## src/rtl/z_result_stage_if.sv

```systemverilog
// rtl/z_result_stage_if.sv - ALU capture / bus read-back signal bundle for z_result_stage
//
// Purpose: groups the ALU handshake, the bus read requests and the status outputs
//          of the result-holding stage.
// Modports:
//   master - ALU/bus side: drives alu_valid, alu_result, alu_wide, rd_lo, rd_hi
//   slave  - the stage: drives alu_ready, bus_out, bus_drive, rd_err, busy,
//            flag_zero, flag_neg
// Parameter DATA_W: bus width; the ALU result is 2*DATA_W wide.
interface z_result_stage_if #(
    parameter int DATA_W = 32
);
    logic                  alu_valid;
    logic                  alu_ready;
    logic [2*DATA_W-1:0]   alu_result;
    logic                  alu_wide;
    logic                  rd_lo;
    logic                  rd_hi;
    logic [DATA_W-1:0]     bus_out;
    logic                  bus_drive;
    logic                  rd_err;
    logic                  busy;
    logic                  flag_zero;
    logic                  flag_neg;

    modport master (
        output alu_valid, alu_result, alu_wide, rd_lo, rd_hi,
        input  alu_ready, bus_out, bus_drive, rd_err, busy, flag_zero, flag_neg
    );

    modport slave (
        input  alu_valid, alu_result, alu_wide, rd_lo, rd_hi,
        output alu_ready, bus_out, bus_drive, rd_err, busy, flag_zero, flag_neg
    );
endinterface

```

## src/rtl/z_result_stage.sv

```systemverilog
// rtl/z_result_stage.sv - holds one 64-bit ALU result and returns it as two 32-bit bus halves
//
// Purpose: captures an ALU result through a valid/ready handshake, derives zero/negative
//          flags at capture time and hands the low/high halves back onto the internal bus
//          on request; frees itself once the required halves have been read.
// Ports:
//   clk - rising-edge clock
//   clr - asynchronous active-high reset
//   zif - z_result_stage_if.slave (ALU handshake, rd_lo/rd_hi requests, bus_out/bus_drive,
//         rd_err, busy, flag_zero, flag_neg)
// Configuration: define Z_RESULT_FLAGS_EN to build the zero/negative flag logic;
//                without it flag_zero and flag_neg are tied to 0.
module z_result_stage #(
    parameter int DATA_W = 32
) (
    input  logic              clk,
    input  logic              clr,
    z_result_stage_if.slave   zif
);
    typedef enum logic [1:0] {
        EMPTY   = 2'd0,
        FULL    = 2'd1,
        LO_DONE = 2'd2,
        HI_DONE = 2'd3
    } state_t;

    state_t              state;
    logic [DATA_W-1:0]   z_lo;
    logic [DATA_W-1:0]   z_hi;
    logic                wide_q;
    logic [DATA_W-1:0]   bus_q;
    logic                drive_q;
    logic                err_q;
    logic                consume;
    logic                capture;

    // The read in this cycle frees the stage; low wins when both requests are present.
    always_comb begin
        consume = 1'b0;
        case (state)
            FULL:    consume = zif.rd_lo && !wide_q;
            LO_DONE: consume = zif.rd_hi && !zif.rd_lo;
            HI_DONE: consume = zif.rd_lo;
            default: consume = 1'b0;
        endcase
    end

    assign zif.alu_ready = (state == EMPTY) || consume;
    assign capture       = zif.alu_valid && zif.alu_ready;

    always_ff @(posedge clk or posedge clr) begin
        if (clr) begin
            state   <= EMPTY;
            z_lo    <= '0;
            z_hi    <= '0;
            wide_q  <= 1'b0;
            bus_q   <= '0;
            drive_q <= 1'b0;
            err_q   <= 1'b0;
        end else begin
            drive_q <= 1'b0;
            err_q   <= 1'b0;
            // Reads are evaluated against the old state and old halves, so a
            // same-cycle capture never affects what is driven this time.
            case (state)
                EMPTY: begin
                    if (zif.rd_lo || zif.rd_hi) begin
                        err_q <= 1'b1;
                    end
                end
                FULL: begin
                    if (zif.rd_lo) begin
                        bus_q   <= z_lo;
                        drive_q <= 1'b1;
                        state   <= wide_q ? LO_DONE : EMPTY;
                    end else if (zif.rd_hi) begin
                        // Narrow result: z_hi is 0 and the result stays unconsumed.
                        bus_q   <= z_hi;
                        drive_q <= 1'b1;
                        if (wide_q) begin
                            state <= HI_DONE;
                        end
                    end
                end
                LO_DONE: begin
                    if (zif.rd_lo) begin
                        bus_q   <= z_lo;
                        drive_q <= 1'b1;
                    end else if (zif.rd_hi) begin
                        bus_q   <= z_hi;
                        drive_q <= 1'b1;
                        state   <= EMPTY;
                    end
                end
                HI_DONE: begin
                    if (zif.rd_lo) begin
                        bus_q   <= z_lo;
                        drive_q <= 1'b1;
                        state   <= EMPTY;
                    end else if (zif.rd_hi) begin
                        bus_q   <= z_hi;
                        drive_q <= 1'b1;
                    end
                end
                default: state <= EMPTY;
            endcase
            if (capture) begin
                z_lo   <= zif.alu_result[DATA_W-1:0];
                z_hi   <= zif.alu_wide ? zif.alu_result[2*DATA_W-1:DATA_W] : '0;
                wide_q <= zif.alu_wide;
                state  <= FULL;
            end
        end
    end

    assign zif.bus_out   = bus_q;
    assign zif.bus_drive = drive_q;
    assign zif.rd_err    = err_q;
    assign zif.busy      = (state != EMPTY);

`ifdef Z_RESULT_FLAGS_EN
    logic zero_q;
    logic neg_q;

    // Flags describe the last captured result and survive its consumption.
    always_ff @(posedge clk or posedge clr) begin
        if (clr) begin
            zero_q <= 1'b0;
            neg_q  <= 1'b0;
        end else if (capture) begin
            if (zif.alu_wide) begin
                zero_q <= (zif.alu_result == '0);
                neg_q  <= zif.alu_result[2*DATA_W-1];
            end else begin
                zero_q <= (zif.alu_result[DATA_W-1:0] == '0);
                neg_q  <= zif.alu_result[DATA_W-1];
            end
        end
    end

    assign zif.flag_zero = zero_q;
    assign zif.flag_neg  = neg_q;
`else
    assign zif.flag_zero = 1'b0;
    assign zif.flag_neg  = 1'b0;
`endif
endmodule
```

## src/flat_wrapper.sv

```systemverilog
// flat-port wrapper written by rule: the top's interface ports become plain ports
module z_result_stage_flat 
#(
    parameter int DATA_W = 32
)
  (clk, clr, zif_alu_valid, zif_alu_result, zif_alu_wide, zif_rd_lo, zif_rd_hi, zif_alu_ready, zif_bus_out, zif_bus_drive, zif_rd_err, zif_busy, zif_flag_zero, zif_flag_neg);
  z_result_stage_if #(.DATA_W(DATA_W)) zif_i ();
  input  logic clk;
  input  logic clr;
  input wire logic [$bits(zif_i.alu_valid)-1:0] zif_alu_valid;
  input wire logic [$bits(zif_i.alu_result)-1:0] zif_alu_result;
  input wire logic [$bits(zif_i.alu_wide)-1:0] zif_alu_wide;
  input wire logic [$bits(zif_i.rd_lo)-1:0] zif_rd_lo;
  input wire logic [$bits(zif_i.rd_hi)-1:0] zif_rd_hi;
  output wire logic [$bits(zif_i.alu_ready)-1:0] zif_alu_ready;
  output wire logic [$bits(zif_i.bus_out)-1:0] zif_bus_out;
  output wire logic [$bits(zif_i.bus_drive)-1:0] zif_bus_drive;
  output wire logic [$bits(zif_i.rd_err)-1:0] zif_rd_err;
  output wire logic [$bits(zif_i.busy)-1:0] zif_busy;
  output wire logic [$bits(zif_i.flag_zero)-1:0] zif_flag_zero;
  output wire logic [$bits(zif_i.flag_neg)-1:0] zif_flag_neg;
  assign zif_i.alu_valid = zif_alu_valid;
  assign zif_i.alu_result = zif_alu_result;
  assign zif_i.alu_wide = zif_alu_wide;
  assign zif_i.rd_lo = zif_rd_lo;
  assign zif_i.rd_hi = zif_rd_hi;
  assign zif_alu_ready = zif_i.alu_ready;
  assign zif_bus_out = zif_i.bus_out;
  assign zif_bus_drive = zif_i.bus_drive;
  assign zif_rd_err = zif_i.rd_err;
  assign zif_busy = zif_i.busy;
  assign zif_flag_zero = zif_i.flag_zero;
  assign zif_flag_neg = zif_i.flag_neg;
  z_result_stage #(.DATA_W(DATA_W)) u_core (.clk(clk), .clr(clr), .zif(zif_i));
endmodule
```

## config.mk

```make
export PLATFORM = sky130hd
export DESIGN_NAME = z_result_stage_flat
export DESIGN_NICKNAME = d
export VERILOG_FILES = /design/src/rtl/z_result_stage_if.sv /design/src/rtl/z_result_stage.sv /design/src/flat_wrapper.sv
export SDC_FILE = /design/constraint.sdc
export NUM_CORES = 1
export LEC_CHECK = 0
export ABC_AREA = 1
export CAP_MARGIN = 10
export CELL_PAD_IN_SITES_DETAIL_PLACEMENT = 0
export CELL_PAD_IN_SITES_GLOBAL_PLACEMENT = 1
export CORE_MARGIN = 2
export CORE_UTILIZATION = 39
export DETAILED_ROUTE_END_ITERATION = 8
export PLACE_DENSITY = 0.83
export SLEW_MARGIN = 25
export SYNTH_ARGS = -nofsm -noshare
export SYNTH_HDL_FRONTEND = slang
export SYNTH_SLANG_ARGS = --single-unit
```

## constraint.sdc

```tcl
create_clock -name clk -period 6.82 [get_ports clk]
set_clock_uncertainty 0.2 [all_clocks]
set_input_delay 1.364 -clock clk [delete_from_list [all_inputs] [get_ports clk]]
set_output_delay 1.364 -clock clk [all_outputs]
set_load 0.005 [all_outputs]
```

==> run summary <==
ROUTING
------------------------------------------------------------------------------------
Post-route DRC violation count ........................................            0
Max layer used ........................................................         met4
Avg WL per Cell .......................................................      13.0 µm
Routed wire length ....................................................      11.0 mm
Total length of routed met2 wires .....................................      5.61 mm
Metal-1 WL ............................................................      4.93 mm
Metal3 WL .............................................................       390 µm
First drt pass iteration count ........................................            4
Detail-routed via count per cell ......................................         4.71
DR vias ...............................................................         3998
Initial DRC Count .....................................................          175
Post-route ant nets ...................................................            0

RUN STATUS
------------------------------------------------------------------------------------
Run status ............................................................ complete, no violations

POWER
------------------------------------------------------------------------------------
Total power of the final layout .......................................      2250 µW
Pint ..................................................................      1480 µW
Sequential Power Share ................................................        0.440
Combinational Power Share .............................................        0.349
Worst voltage drop across the vdd grid ................................     0.166 mV
NetSw .................................................................       773 µW
Sw frac ...............................................................        0.343
Total power per unit cell area ........................................   374 nW/µm²
Leakage power total ...................................................   0.00324 µW
Fraction of power consumed by the clock network .......................        0.211

SETUP PATH
------------------------------------------------------------------------------------
Cells traversed along the worst timing path ........................... buf_2 -> buf_4 -> nand2_1 -> inv_1 -> nand2_1 -> nand3_2 -> clkdlybuf4s50_1
Classification of the worst setup path ................................       in2out
Most repeated library cell on the critical path .......................      nand2_1
Critical path data arrival time .......................................      2.62 ns
CP Launch Type ........................................................    input pin
CP max-delay cell ..................................................... clkdlybuf4s50_1
Endpoint kind of the worst setup timing path ..........................  output port
Critical Path RT ......................................................      5.26 ns
Maximum net fanout on the critical path ...............................           37
Delay of the slowest critical-path stage ..............................      0.50 ns

GLOBAL ROUTE
------------------------------------------------------------------------------------
Combined global-route utilization of all metal layers .................        0.182
Initial antenna violation count .......................................            0
Via count of the first global-routing pass ............................         4000
Total gr overflow .....................................................            0
Maximum number of pins on one net before global-route repair ..........           67
Global-route wire length before repair ................................      18.8 mm

STA
------------------------------------------------------------------------------------
Slew Limit Headroom ...................................................        0.455
Worst hold slack ......................................................     0.268 ns
Setup Viol. Count Final ...............................................            0
Setup tns final .......................................................         0 ns
Unrepaired setup endpoints after global routing .......................        false
Slew at the pin closest to its max-slew limit .........................     0.817 ns
Hold Fails Final Rpt ..................................................            0
Fmax ..................................................................      239 MHz
Share of the clock period used by the worst path after layout .........        0.614
Fin crit period .......................................................      4.18 ns
Number of max-slew violations in the final report .....................            0

LOGIC SYNTHESIS
------------------------------------------------------------------------------------
Seq cells post-synth ..................................................          101
Fraction of post-synthesis cell area in the top cell type by area .....        0.538
Average footprint of a synthesized cell ...............................     7.64 µm²
Post-Syn Area .........................................................     4700 µm²
Most common cell in the netlist .......................................      nand2_1
Number of enable-type register cells in the synthesized netlist .......            0
Post-Synthesis Cells ..................................................          615
Synth Warn # ..........................................................            0
Most used flip-flop cell after synthesis ..............................      dfrtp_1
Register area share after synthesis ...................................        0.538
Biggest area consumer among synthesized cells .........................      dfrtp_1
Proportion of synthesized flip-flops having asynchronous set or reset .         1.00
Count of cell types in the netlist ....................................           20
Largest cells by area after synthesis ................................. dfrtp_1 (54%), nand2_1 (24%), nand3_1 (6.9%)
Commonest cells post-synth ............................................ nand2_1 (295), dfrtp_1 (101), inv_1 (67)

LAYOUT
------------------------------------------------------------------------------------
Number of antenna diodes ..............................................            0
FF/Latch Area .........................................................     2530 µm²
Final Instance Count excl. Fillers ....................................          849
Count of nets after finishing .........................................          768
Area grow syn2layout ..................................................        28.2%
Fraction of final layout cells sized beyond drive strength 1 ..........       0.0427
Number of filler instances in the final layout ........................         1214
Area occupied by multi-input gates ....................................     1680 µm²

CLOCK NETWORK
------------------------------------------------------------------------------------
CTS tree ..............................................................          yes
H-Tree Depth ..........................................................            3
Source-to-sink clock delay at the later pin of the worst-skew pair ....      0.33 ns
Clock sink count ......................................................          101
Clk Tree Root Cell ....................................................    clkbuf_16
Hold buffer count at CTS ..............................................            0
Number of buffers added by the clock tree synthesis step ..............            9
Post_cts resized ......................................................            0
Post-CTS setup repair buffer count ....................................            0
CTS clock-pin slew for the worst setup and hold paths .................      0.06 ns
Number of buffers on the longest clock path ...........................            2

RUN
------------------------------------------------------------------------------------
Reported max-cap violation count ......................................            0

DIE
------------------------------------------------------------------------------------
Die area ..............................................................    12900 µm²
Starting Density ......................................................        0.396
Y dimension of the die ................................................       114 µm
Area of the core region ...............................................    11900 µm²
Chip width ............................................................       114 µm
Number of top-level design ports ......................................          108
Standard-cell rows ....................................................           40

PLACEMENT
------------------------------------------------------------------------------------
Cell count after placement ............................................          834
Post-DP HPWL ..........................................................      6.98 mm
PortBufs ..............................................................          105
Gpl congestion ........................................................        0.744

HOLD PATH
------------------------------------------------------------------------------------
Worst hold-check path type ............................................      reg2reg

[final cells by class]
type | count | share of cell area
Clock buffer | 14 | 0.0455
Clock inverter | 1 | 0.000830
Inverter | 69 | 0.0436
Multi-Input combinational cell | 405 | 0.279
Sequential cell | 101 | 0.419
Tap cell | 147 | 0.0305
Timing Repair Buffer | 112 | 0.181
[logic make-up (layout without fill, tap and decap cells)]
logic type / count (synthesis) / after routing / synth area share
AO/OA/AOI/OAI: 36 / 36 / 0.0402
buffers and inverters: 110 / 196 / 0.108
flip-flops: 101 / 101 / 0.538
other: 1 / 2 / 0.000798
AND/OR/NAND/NOR: 367 / 367 / 0.313
[worst max-delay path: cells and delay by family]
| kind | cells | cell delay (ns) |
|---|---|---|
| simple gates | 3 | 0.23 |
| buf+inv | 4 | 1.01 |
[per-layer routing]
metal	global-route usage	vias up
met5	0	-
met4	0.0463	0
met3	0.0345	5
met2	0.325	65
met1	0.228	1905
li1	-	2023
[path summary, 6_finish.rpt]
check	start	endpoint	slack [ns]	cells past startpoint
max	zif_rd_lo	zif_alu_ready	2.64	7
min	u_core.z_hi[31]$_DFFE_PP0P_	u_core.z_hi[31]$_DFFE_PP0P_	0.27	2
max reg2reg	u_core.state[1]$_DFFE_PP0P_	u_core.z_lo[9]$_DFFE_PP0P_	4.04	8
min reg2reg	u_core.z_hi[31]$_DFFE_PP0P_	u_core.z_hi[31]$_DFFE_PP0P_	0.27	2
max in group asynchronous	clr	u_core.z_hi[4]$_DFFE_PP0P_	4.02	3
min in group asynchronous	clr	u_core.zif.bus_out[19]$_DFFE_PP0P_	1.21	2
[metrics by stage]
stage	area, µm²	worst slack (ns)	utilization
3_5_place_dp	5750	2.62	0.485
2_1_floorplan	4700	2.61	-
6_report	6030	2.64	0.508
4_1_cts	6030	2.62	0.508
5_1_grt	6030	2.51	0.508
3_3_place_gp	5750	2.62	0.484
[registers in the layout, indices dropped and copies added, names as in the netlist]
name / count
u_core.z_lo: 32
u_core.zif.bus_out: 32
u_core.wide_q: 1
u_core.z_hi: 32
u_core.state: 2
u_core.zif.rd_err: 1
u_core.zif.bus_drive: 1
[power by group through the flow]
stage / sequential, µW / clock [µW] / combinational, µW
3_5_place_dp: 1000 / 0 / 800
4_1_cts: 994 / 490 / 803
6_report: 992 / 477 / 786
2_1_floorplan: 980 / 0 / 513
5_1_grt: 1020 / 516 / 911
3_3_place_gp: 994 / 0 / 779
[cells in the final DEF, fill, tap and decap left out, drive strengths merged]
cell type        n
nand2          298
clkdlybuf4s50  103
dfrtp          101
inv             68
nand3           66
o21ai           32
clkbuf          14
buf              9
nor2             3
clkinv           2
o211ai           2
conb             2
a21oi            1
o2111ai          1
Note: power is estimated with default switching activity, not from simulation.
